### src/rtl/lsu_pkg.sv
// Shared definitions for the load/store unit: access-type codes, FSM states
// and small decode helpers used by both the FSM and the alignment logic.
package lsu_pkg;

    localparam logic [2:0] F3_B  = 3'b000;
    localparam logic [2:0] F3_H  = 3'b001;
    localparam logic [2:0] F3_W  = 3'b010;
    localparam logic [2:0] F3_BU = 3'b100;
    localparam logic [2:0] F3_HU = 3'b101;

    typedef enum logic [1:0] {
        IDLE,
        LOAD_LO,
        LOAD_HI,
        STORE_HI
    } lsu_state_t;

    function automatic logic [2:0] access_bytes(input logic [2:0] funct3);
        case (funct3)
            F3_B, F3_BU: access_bytes = 3'd1;
            F3_H, F3_HU: access_bytes = 3'd2;
            default:     access_bytes = 3'd4;
        endcase
    endfunction

    function automatic logic load_f3_ok(input logic [2:0] funct3);
        case (funct3)
            F3_B, F3_H, F3_W, F3_BU, F3_HU: load_f3_ok = 1'b1;
            default:                        load_f3_ok = 1'b0;
        endcase
    endfunction

    function automatic logic store_f3_ok(input logic [2:0] funct3);
        case (funct3)
            F3_B, F3_H, F3_W: store_f3_ok = 1'b1;
            default:          store_f3_ok = 1'b0;
        endcase
    endfunction

endpackage

### src/rtl/lsu_mem_if.sv
// Data-memory port between the load/store unit (master) and the memory (slave).
interface lsu_mem_if #(
    parameter int DM_ADDRESS = 9,
    parameter int DATA_W     = 32
) ();

    logic [DM_ADDRESS-1:0] mem_addr;
    logic                  mem_re;
    logic [3:0]            mem_wr;
    logic [DATA_W-1:0]     mem_wd;
    logic [DATA_W-1:0]     mem_rdata;

    modport master (
        output mem_addr,
        output mem_re,
        output mem_wr,
        output mem_wd,
        input  mem_rdata
    );

    modport slave (
        input  mem_addr,
        input  mem_re,
        input  mem_wr,
        input  mem_wd,
        output mem_rdata
    );

endinterface

### src/rtl/lsu_align.sv
// Combinational lane alignment: load byte extraction with sign/zero extension,
// and store byte-enable / data shifting across a two-word window.
module lsu_align
    import lsu_pkg::*;
(
    input  logic [2:0]  funct3_i,
    input  logic [1:0]  off_i,
    input  logic [63:0] ld_pair_i,   // {upper word, lower word}
    input  logic [31:0] wd_i,
    output logic [31:0] ld_data_o,
    output logic [7:0]  be_o,
    output logic [63:0] sd_o
);

    logic [4:0]  shamt;
    logic [31:0] ld_word;
    logic [7:0]  be_base;

    assign shamt   = {off_i, 3'b000};
    assign ld_word = 32'(ld_pair_i >> shamt);

    // NOTE: every always_comb output gets a default first so no path infers a latch.
    always_comb begin
        ld_data_o = '0;
        case (funct3_i)
            F3_B:    ld_data_o = {{24{ld_word[7]}}, ld_word[7:0]};
            F3_H:    ld_data_o = {{16{ld_word[15]}}, ld_word[15:0]};
            F3_W:    ld_data_o = ld_word;
            F3_BU:   ld_data_o = {24'b0, ld_word[7:0]};
            F3_HU:   ld_data_o = {16'b0, ld_word[15:0]};
            default: ld_data_o = '0;
        endcase
    end

    always_comb begin
        be_base = '0;
        case (funct3_i)
            F3_B:    be_base = 8'h01;
            F3_H:    be_base = 8'h03;
            F3_W:    be_base = 8'h0F;
            default: be_base = 8'h00;
        endcase
    end

    assign be_o = be_base << off_i;
    assign sd_o = {32'b0, wd_i} << shamt;

endmodule

### src/rtl/load_store_unit.sv
// MEM-stage load/store unit: turns byte-addressed loads/stores into word-aligned
// memory requests, splitting word-crossing accesses into two memory cycles.
module load_store_unit
    import lsu_pkg::*;
#(
    parameter int DM_ADDRESS = 9,
    parameter int DATA_W     = 32
) (
    input  logic                  clk,
    input  logic                  reset,
    input  logic                  MemRead,
    input  logic                  MemWrite,
    input  logic [2:0]            Funct3,
    input  logic [DM_ADDRESS-1:0] a,
    input  logic [DATA_W-1:0]     wd,
    output logic [DATA_W-1:0]     rd,
    output logic                  done,
    output logic                  stall,
    output logic                  fault,
    lsu_mem_if.master             mem
);

    lsu_state_t state_q, state_d;
    logic [31:0] lo_buf_q, lo_buf_d;

    logic [1:0]            off;
    logic                  spans;
    logic                  illegal;
    logic [DM_ADDRESS-1:0] addr_w0;
    logic [DM_ADDRESS-1:0] addr_w1;
    logic [63:0]           ld_pair;
    logic [31:0]           ld_data;
    logic [7:0]            be;
    logic [63:0]           sd;

    assign off     = a[1:0];
    assign spans   = ({1'b0, off} + access_bytes(Funct3)) > 3'd4;
    assign addr_w0 = {a[DM_ADDRESS-1:2], 2'b00};
    assign addr_w1 = addr_w0 + DM_ADDRESS'(4);   // wraps to 0 at the top of memory

    assign illegal = (MemRead && MemWrite)
                   || (MemRead  && !load_f3_ok(Funct3))
                   || (MemWrite && !store_f3_ok(Funct3));

    // The high word only matters in LOAD_HI; a single-word load never reaches it.
    assign ld_pair = (state_q == LOAD_HI) ? {mem.mem_rdata, lo_buf_q}
                                          : {32'b0, mem.mem_rdata};

    lsu_align u_align (
        .funct3_i  (Funct3),
        .off_i     (off),
        .ld_pair_i (ld_pair),
        .wd_i      (wd),
        .ld_data_o (ld_data),
        .be_o      (be),
        .sd_o      (sd)
    );

    // NOTE: sequential state uses non-blocking assignments so all registers update together.
    always_ff @(posedge clk) begin
        if (reset) begin
            state_q  <= IDLE;
            lo_buf_q <= '0;
        end else begin
            state_q  <= state_d;
            lo_buf_q <= lo_buf_d;
        end
    end

    always_comb begin
        state_d  = state_q;
        lo_buf_d = lo_buf_q;
        case (state_q)
            IDLE: begin
                if (!illegal) begin
                    if (MemRead)
                        state_d = LOAD_LO;
                    else if (MemWrite && spans)
                        state_d = STORE_HI;
                end
            end
            LOAD_LO: begin
                if (spans) begin
                    lo_buf_d = mem.mem_rdata;
                    state_d  = LOAD_HI;
                end else begin
                    state_d  = IDLE;
                end
            end
            LOAD_HI:  state_d = IDLE;
            STORE_HI: state_d = IDLE;
            default:  state_d = IDLE;
        endcase
    end

    always_comb begin
        rd           = '0;
        done         = 1'b0;
        stall        = 1'b0;
        fault        = 1'b0;
        mem.mem_addr = '0;
        mem.mem_re   = 1'b0;
        mem.mem_wr   = '0;
        mem.mem_wd   = '0;
        if (!reset) begin
            case (state_q)
                IDLE: begin
                    if (illegal) begin
                        fault = 1'b1;
                        done  = 1'b1;
                    end else if (MemRead) begin
                        mem.mem_re   = 1'b1;
                        mem.mem_addr = addr_w0;
                        stall        = 1'b1;
                    end else if (MemWrite) begin
                        mem.mem_addr = addr_w0;
                        mem.mem_wr   = be[3:0];
                        mem.mem_wd   = sd[31:0];
                        stall        = spans;
                        done         = !spans;
                    end
                end
                LOAD_LO: begin
                    if (spans) begin
                        mem.mem_re   = 1'b1;
                        mem.mem_addr = addr_w1;
                        stall        = 1'b1;
                    end else begin
                        rd   = ld_data;
                        done = 1'b1;
                    end
                end
                LOAD_HI: begin
                    rd   = ld_data;
                    done = 1'b1;
                end
                STORE_HI: begin
                    mem.mem_addr = addr_w1;
                    mem.mem_wr   = be[7:4];
                    mem.mem_wd   = sd[63:32];
                    done         = 1'b1;
                end
                default: ;
            endcase
        end
    end

endmodule

### src/flat_wrapper.sv
// flat-port wrapper written by rule: the top's interface ports become plain ports
module load_store_unit_flat import lsu_pkg::*;
#(
    parameter int DM_ADDRESS = 9,
    parameter int DATA_W     = 32
)
  (clk, reset, MemRead, MemWrite, Funct3, a, wd, rd, done, stall, fault, mem_mem_addr, mem_mem_re, mem_mem_wr, mem_mem_wd, mem_mem_rdata);
  lsu_mem_if #(.DM_ADDRESS(DM_ADDRESS), .DATA_W(DATA_W)) mem_i ();
  input  logic clk;
  input  logic reset;
  input  logic MemRead;
  input  logic MemWrite;
  input  logic [2:0] Funct3;
  input  logic [DM_ADDRESS-1:0] a;
  input  logic [DATA_W-1:0] wd;
  output logic [DATA_W-1:0] rd;
  output logic done;
  output logic stall;
  output logic fault;
  output wire logic [$bits(mem_i.mem_addr)-1:0] mem_mem_addr;
  output wire logic [$bits(mem_i.mem_re)-1:0] mem_mem_re;
  output wire logic [$bits(mem_i.mem_wr)-1:0] mem_mem_wr;
  output wire logic [$bits(mem_i.mem_wd)-1:0] mem_mem_wd;
  input wire logic [$bits(mem_i.mem_rdata)-1:0] mem_mem_rdata;
  assign mem_mem_addr = mem_i.mem_addr;
  assign mem_mem_re = mem_i.mem_re;
  assign mem_mem_wr = mem_i.mem_wr;
  assign mem_mem_wd = mem_i.mem_wd;
  assign mem_i.mem_rdata = mem_mem_rdata;
  load_store_unit #(.DM_ADDRESS(DM_ADDRESS), .DATA_W(DATA_W)) u_core (.clk(clk), .reset(reset), .MemRead(MemRead), .MemWrite(MemWrite), .Funct3(Funct3), .a(a), .wd(wd), .rd(rd), .done(done), .stall(stall), .fault(fault), .mem(mem_i));
endmodule
### config.mk
export PLATFORM = sky130hd
export DESIGN_NAME = load_store_unit_flat
export DESIGN_NICKNAME = d
export VERILOG_FILES = /design/src/rtl/lsu_pkg.sv /design/src/rtl/lsu_mem_if.sv /design/src/rtl/lsu_align.sv /design/src/rtl/load_store_unit.sv /design/src/flat_wrapper.sv
export SDC_FILE = /design/constraint.sdc
export NUM_CORES = 1
export LEC_CHECK = 0
export ABC_AREA = 1
export CAP_MARGIN = 40
export CORE_AREA = 4 4 107 109
export DETAILED_ROUTE_END_ITERATION = 6
export DIE_AREA = 0 0 111 113
export GPL_ROUTABILITY_DRIVEN = 0
export PLACE_DENSITY = 0.79
export SYNTH_ARGS = -nofsm -noshare
export SYNTH_HDL_FRONTEND = slang
export SYNTH_SLANG_ARGS = --single-unit
export TNS_END_PERCENT = 10
### constraint.sdc
create_clock -name clk -period 6.2 [get_ports clk]
set_clock_uncertainty 0.1 [all_clocks]
set_input_delay 1.24 -clock clk [delete_from_list [all_inputs] [get_ports clk]]
set_output_delay 1.24 -clock clk [all_outputs]
set_load 0.03 [all_outputs]
==> results.py <==
metrics = {
    "synth": {
        "yosys.area.top_type_share_pct": 19.6,
        "syn_area_um2": 4650,
        "synth_seq_cells": 34,
        "synth_area_per_cell_um2": 5.32,
        "synth_area_leaders": "nand2_1, dfxtp_1, nand3_1",
        "ys_async_sr_fraction_pct": 0,
        "synth_top_area_cell": "nand2_1",
        "synth_cells": 874,
        "synth_warnings": 0,
        "synth-edff-count": 0,
        "synth.distinct_cells": 35,
        "yosysSeqAreaShare_pct": 14.6,
        "ys.flop_type": "dfxtp_1",
    },
    "critical_path": {
        "arrival_ns": 3.95,
        "reg2reg_slack_ns": 4.65,
        "cp-end-kind": "primary output",
        "worstSetupPathType": "in -> out",
        "worstPathRequired_ns": 4.86,
        "worstPathMaxFanout": 6,
        "startpoint_type": "input pin",
    },
    "outcome": {
        "outcome": "complete, no violations",
    },
    "floorplanning": {
        "die_h_um": 113,
        "io_pins": 161,
        "fp-row-count": 38,
        "initial_core_util_pct": 43.8,
        "dieArea_um2": 12500,
        "core_um2": 10600,
        "die_w_um": 111,
    },
    "power": {
        "power.density_nw_per_um2": 149,
        "cellLeakagePower_nw": 2.78,
        "ir_worst_vdd_uv": 110,
        "switching_share_pct": 46.7,
        "switchingPower_mw": 0.426,
        "p_int_mw": 0.486,
        "clkPwrFrac_pct": 17.7,
        "p_comb_share_pct": 55.4,
        "totalPowerFinal_mw": 0.912,
        "p_seq_share_pct": 26.9,
    },
    "cells_and_area": {
        "nets": 1082,
        "nFillCells": 1110,
        "syn_to_final_growth_pct": 31.7,
        "diodes": 0,
        "instances_no_fill": 1134,
        "drive_above_1_share_pct": 7.85,
    },
    "drt": {
        "first_pass_iters": 6,
        "routed_wl_mm": 16.9,
        "post_drt_via_cell_ratio": 5.41,
        "final_antenna_net_count": 0,
        "drt_iter0_markers": 547,
        "drc_errors": 0,
        "post_drt_wl_per_cell_um": 14.9,
        "vias": 6138,
    },
    "global_route": {
        "grt_overflow": 0,
        "grt_pass1_vias": 5619,
        "grt_max_degree": 54,
        "antenna_found_initial": 1,
        "grt_usage_pct": 26.0,
        "grt_pass1_wl_mm": 27.6,
    },
    "placed_design": {
        "port_buffers": 158,
        "hpwl_mm": 12.5,
        "dpl.cell_count": 1127,
    },
    "clocking": {
        "cts_tree": "done",
        "cts-resized-gates": 0,
        "post_cts_buffers": 0,
        "cts_sinks": 34,
        "cts_hold_buf": 0,
        "htree_num_levels": 2,
        "clk_pin_slew_ns": 0.07,
        "root_buffer": "clkbuf_8",
        "clk_latency_ns": 0.29,
        "clockBufferDepth": 2,
        "numCtsBuffers": 5,
    },
    "timing": {
        "fin_crit_ns": 5.29,
        "setup_tns_ns": 0,
        "timing_worst_slew_pin_value_ns": 0.948,
        "drv_slew": 0,
        "hold_viol": 0,
        "slew-limit-headroom_pct": 36.8,
        "setup_viol": 0,
        "fmax_mhz": 189,
        "rsz0062_at_grt": "false",
        "finalCritPeriodShare_pct": 85.3,
    },
    "min_path": {
        "worstHoldPathType": "reg -> reg",
    },
    "job": {
        "max_cap_violations": 0,
    },
}
==> cells by family after synthesis <==
family	Yosys count	share of synthesized area, %
AND/OR/NAND/NOR	461	42.7
AO/OA/AOI/OAI	200	23.2
buffers and inverters	166	16.2
flip-flops	34	14.6
adder cells (fa/ha/maj)	8	2.32
multiplexers	3	0.646
other	1	0.0807
XOR/XNOR	1	0.189
==> per-layer routing <==
layer / routed length [um] / track usage [%] / vias to the layer above
met5: 13 / 0 / -
met4: 675 / 10.4 / 2
met3: 1530 / 5.99 / 56
met2: 7570 / 42.1 / 309
met1: 7100 / 33.7 / 2677
li1: - / - / 3094
==> power groups by stage <==
stage	Combinational [mW]	Clock, mW	Sequential [mW]
global placement	0.494	0	0.250
detailed placement	0.497	0	0.250
CTS	0.499	0.164	0.245
floorplan	0.345	0	0.248
finish	0.506	0.161	0.245
global route	0.561	0.171	0.247
==> flip-flops by register name (all words and copies together) (netlist names) <==
signal and cells:
u_core.lo_buf_q 32, u_core.state_q 2
==> worst max-delay path, cell delays in order <==
cell and delay (ns):
clkdlybuf4s50_1 0.51, inv_1 0.13, nand2_1 0.07, inv_1 0.06, ha_1 0.13, inv_1 0.05, fa_1 0.39, xnor2_1 0.23
nand2_1 0.13, nand2_1 0.10, nand2_2 0.07, o21ai_0 0.17, nor2_1 0.06, clkdlybuf4s50_1 0.60
==> Yosys cell counts (3+ instances only) <==
cell type  instances
buf_2             29
dfxtp_1           34
a21oi_1           93
o21ai_1            4
buf_6              4
o22ai_1            5
nand2_2            3
mux2i_1            3
inv_2              6
ha_1               7
o21bai_1           4
nand2_1          243
buf_4             13
clkbuf_1          11
o211ai_1          14
o21ai_0           71
inv_1             98
nor3_1             5
nor3b_1            3
nor2_1            67
a22oi_1            7
nand3_1          131
clkinv_1           3
==> worst paths after layout <==
kind,start,endpoint,cells past startpoint
hold / removal,u_core.lo_buf_q[25],u_core.lo_buf_q[25],2
setup / recovery,Funct3[1],done,14
hold reg to reg,u_core.lo_buf_q[25],u_core.lo_buf_q[25],2
setup reg to reg,u_core.state_q[1],u_core.lo_buf_q[4],6
==> final cells by class <==
type | count | area [um2] | area share (%)
Timing Repair Buffer | 170 | 1560 | 25.5
Inverter | 108 | 410 | 6.70
Tap cell | 140 | 175 | 2.86
Sequential cell | 34 | 681 | 11.1
Clock buffer | 7 | 76.3 | 1.25
Multi-Input combinational cell | 675 | 3220 | 52.6
==> layout by cell type, fill, tap and decap left out, types with 5 or more instances in the layout <==
cell | netlist | layout
ha_1 | 7 | 7
o211ai_1 | 14 | 14
inv_1 | 98 | 98
nand3_1 | 131 | 130
buf_4 | 13 | 53
inv_2 | 6 | 6
nor2_1 | 67 | 67
o22ai_1 | 5 | 5
clkdlybuf4s50_1 | 0 | 115
nor3_1 | 5 | 5
a21oi_1 | 93 | 93
o21ai_0 | 71 | 71
clkbuf_8 | 0 | 5
a22oi_1 | 7 | 7
nand2_1 | 243 | 243
dfxtp_1 | 34 | 34
==> stage by stage <==
step | hold WS, ns | utilization (%) | setup slack [ns] | instance area [um2]
floorplan | 0.323 | - | 1.66 | 4650
CTS | 0.347 | 57.7 | 0.917 | 6120
global route | 0.362 | 57.7 | 0.693 | 6120
finish | 0.345 | 57.7 | 0.911 | 6120
detailed placement | 0.336 | 57.0 | 0.932 | 6050
global placement | 0.333 | 57.0 | 0.984 | 6050
(Power assumes the default switching activity.)
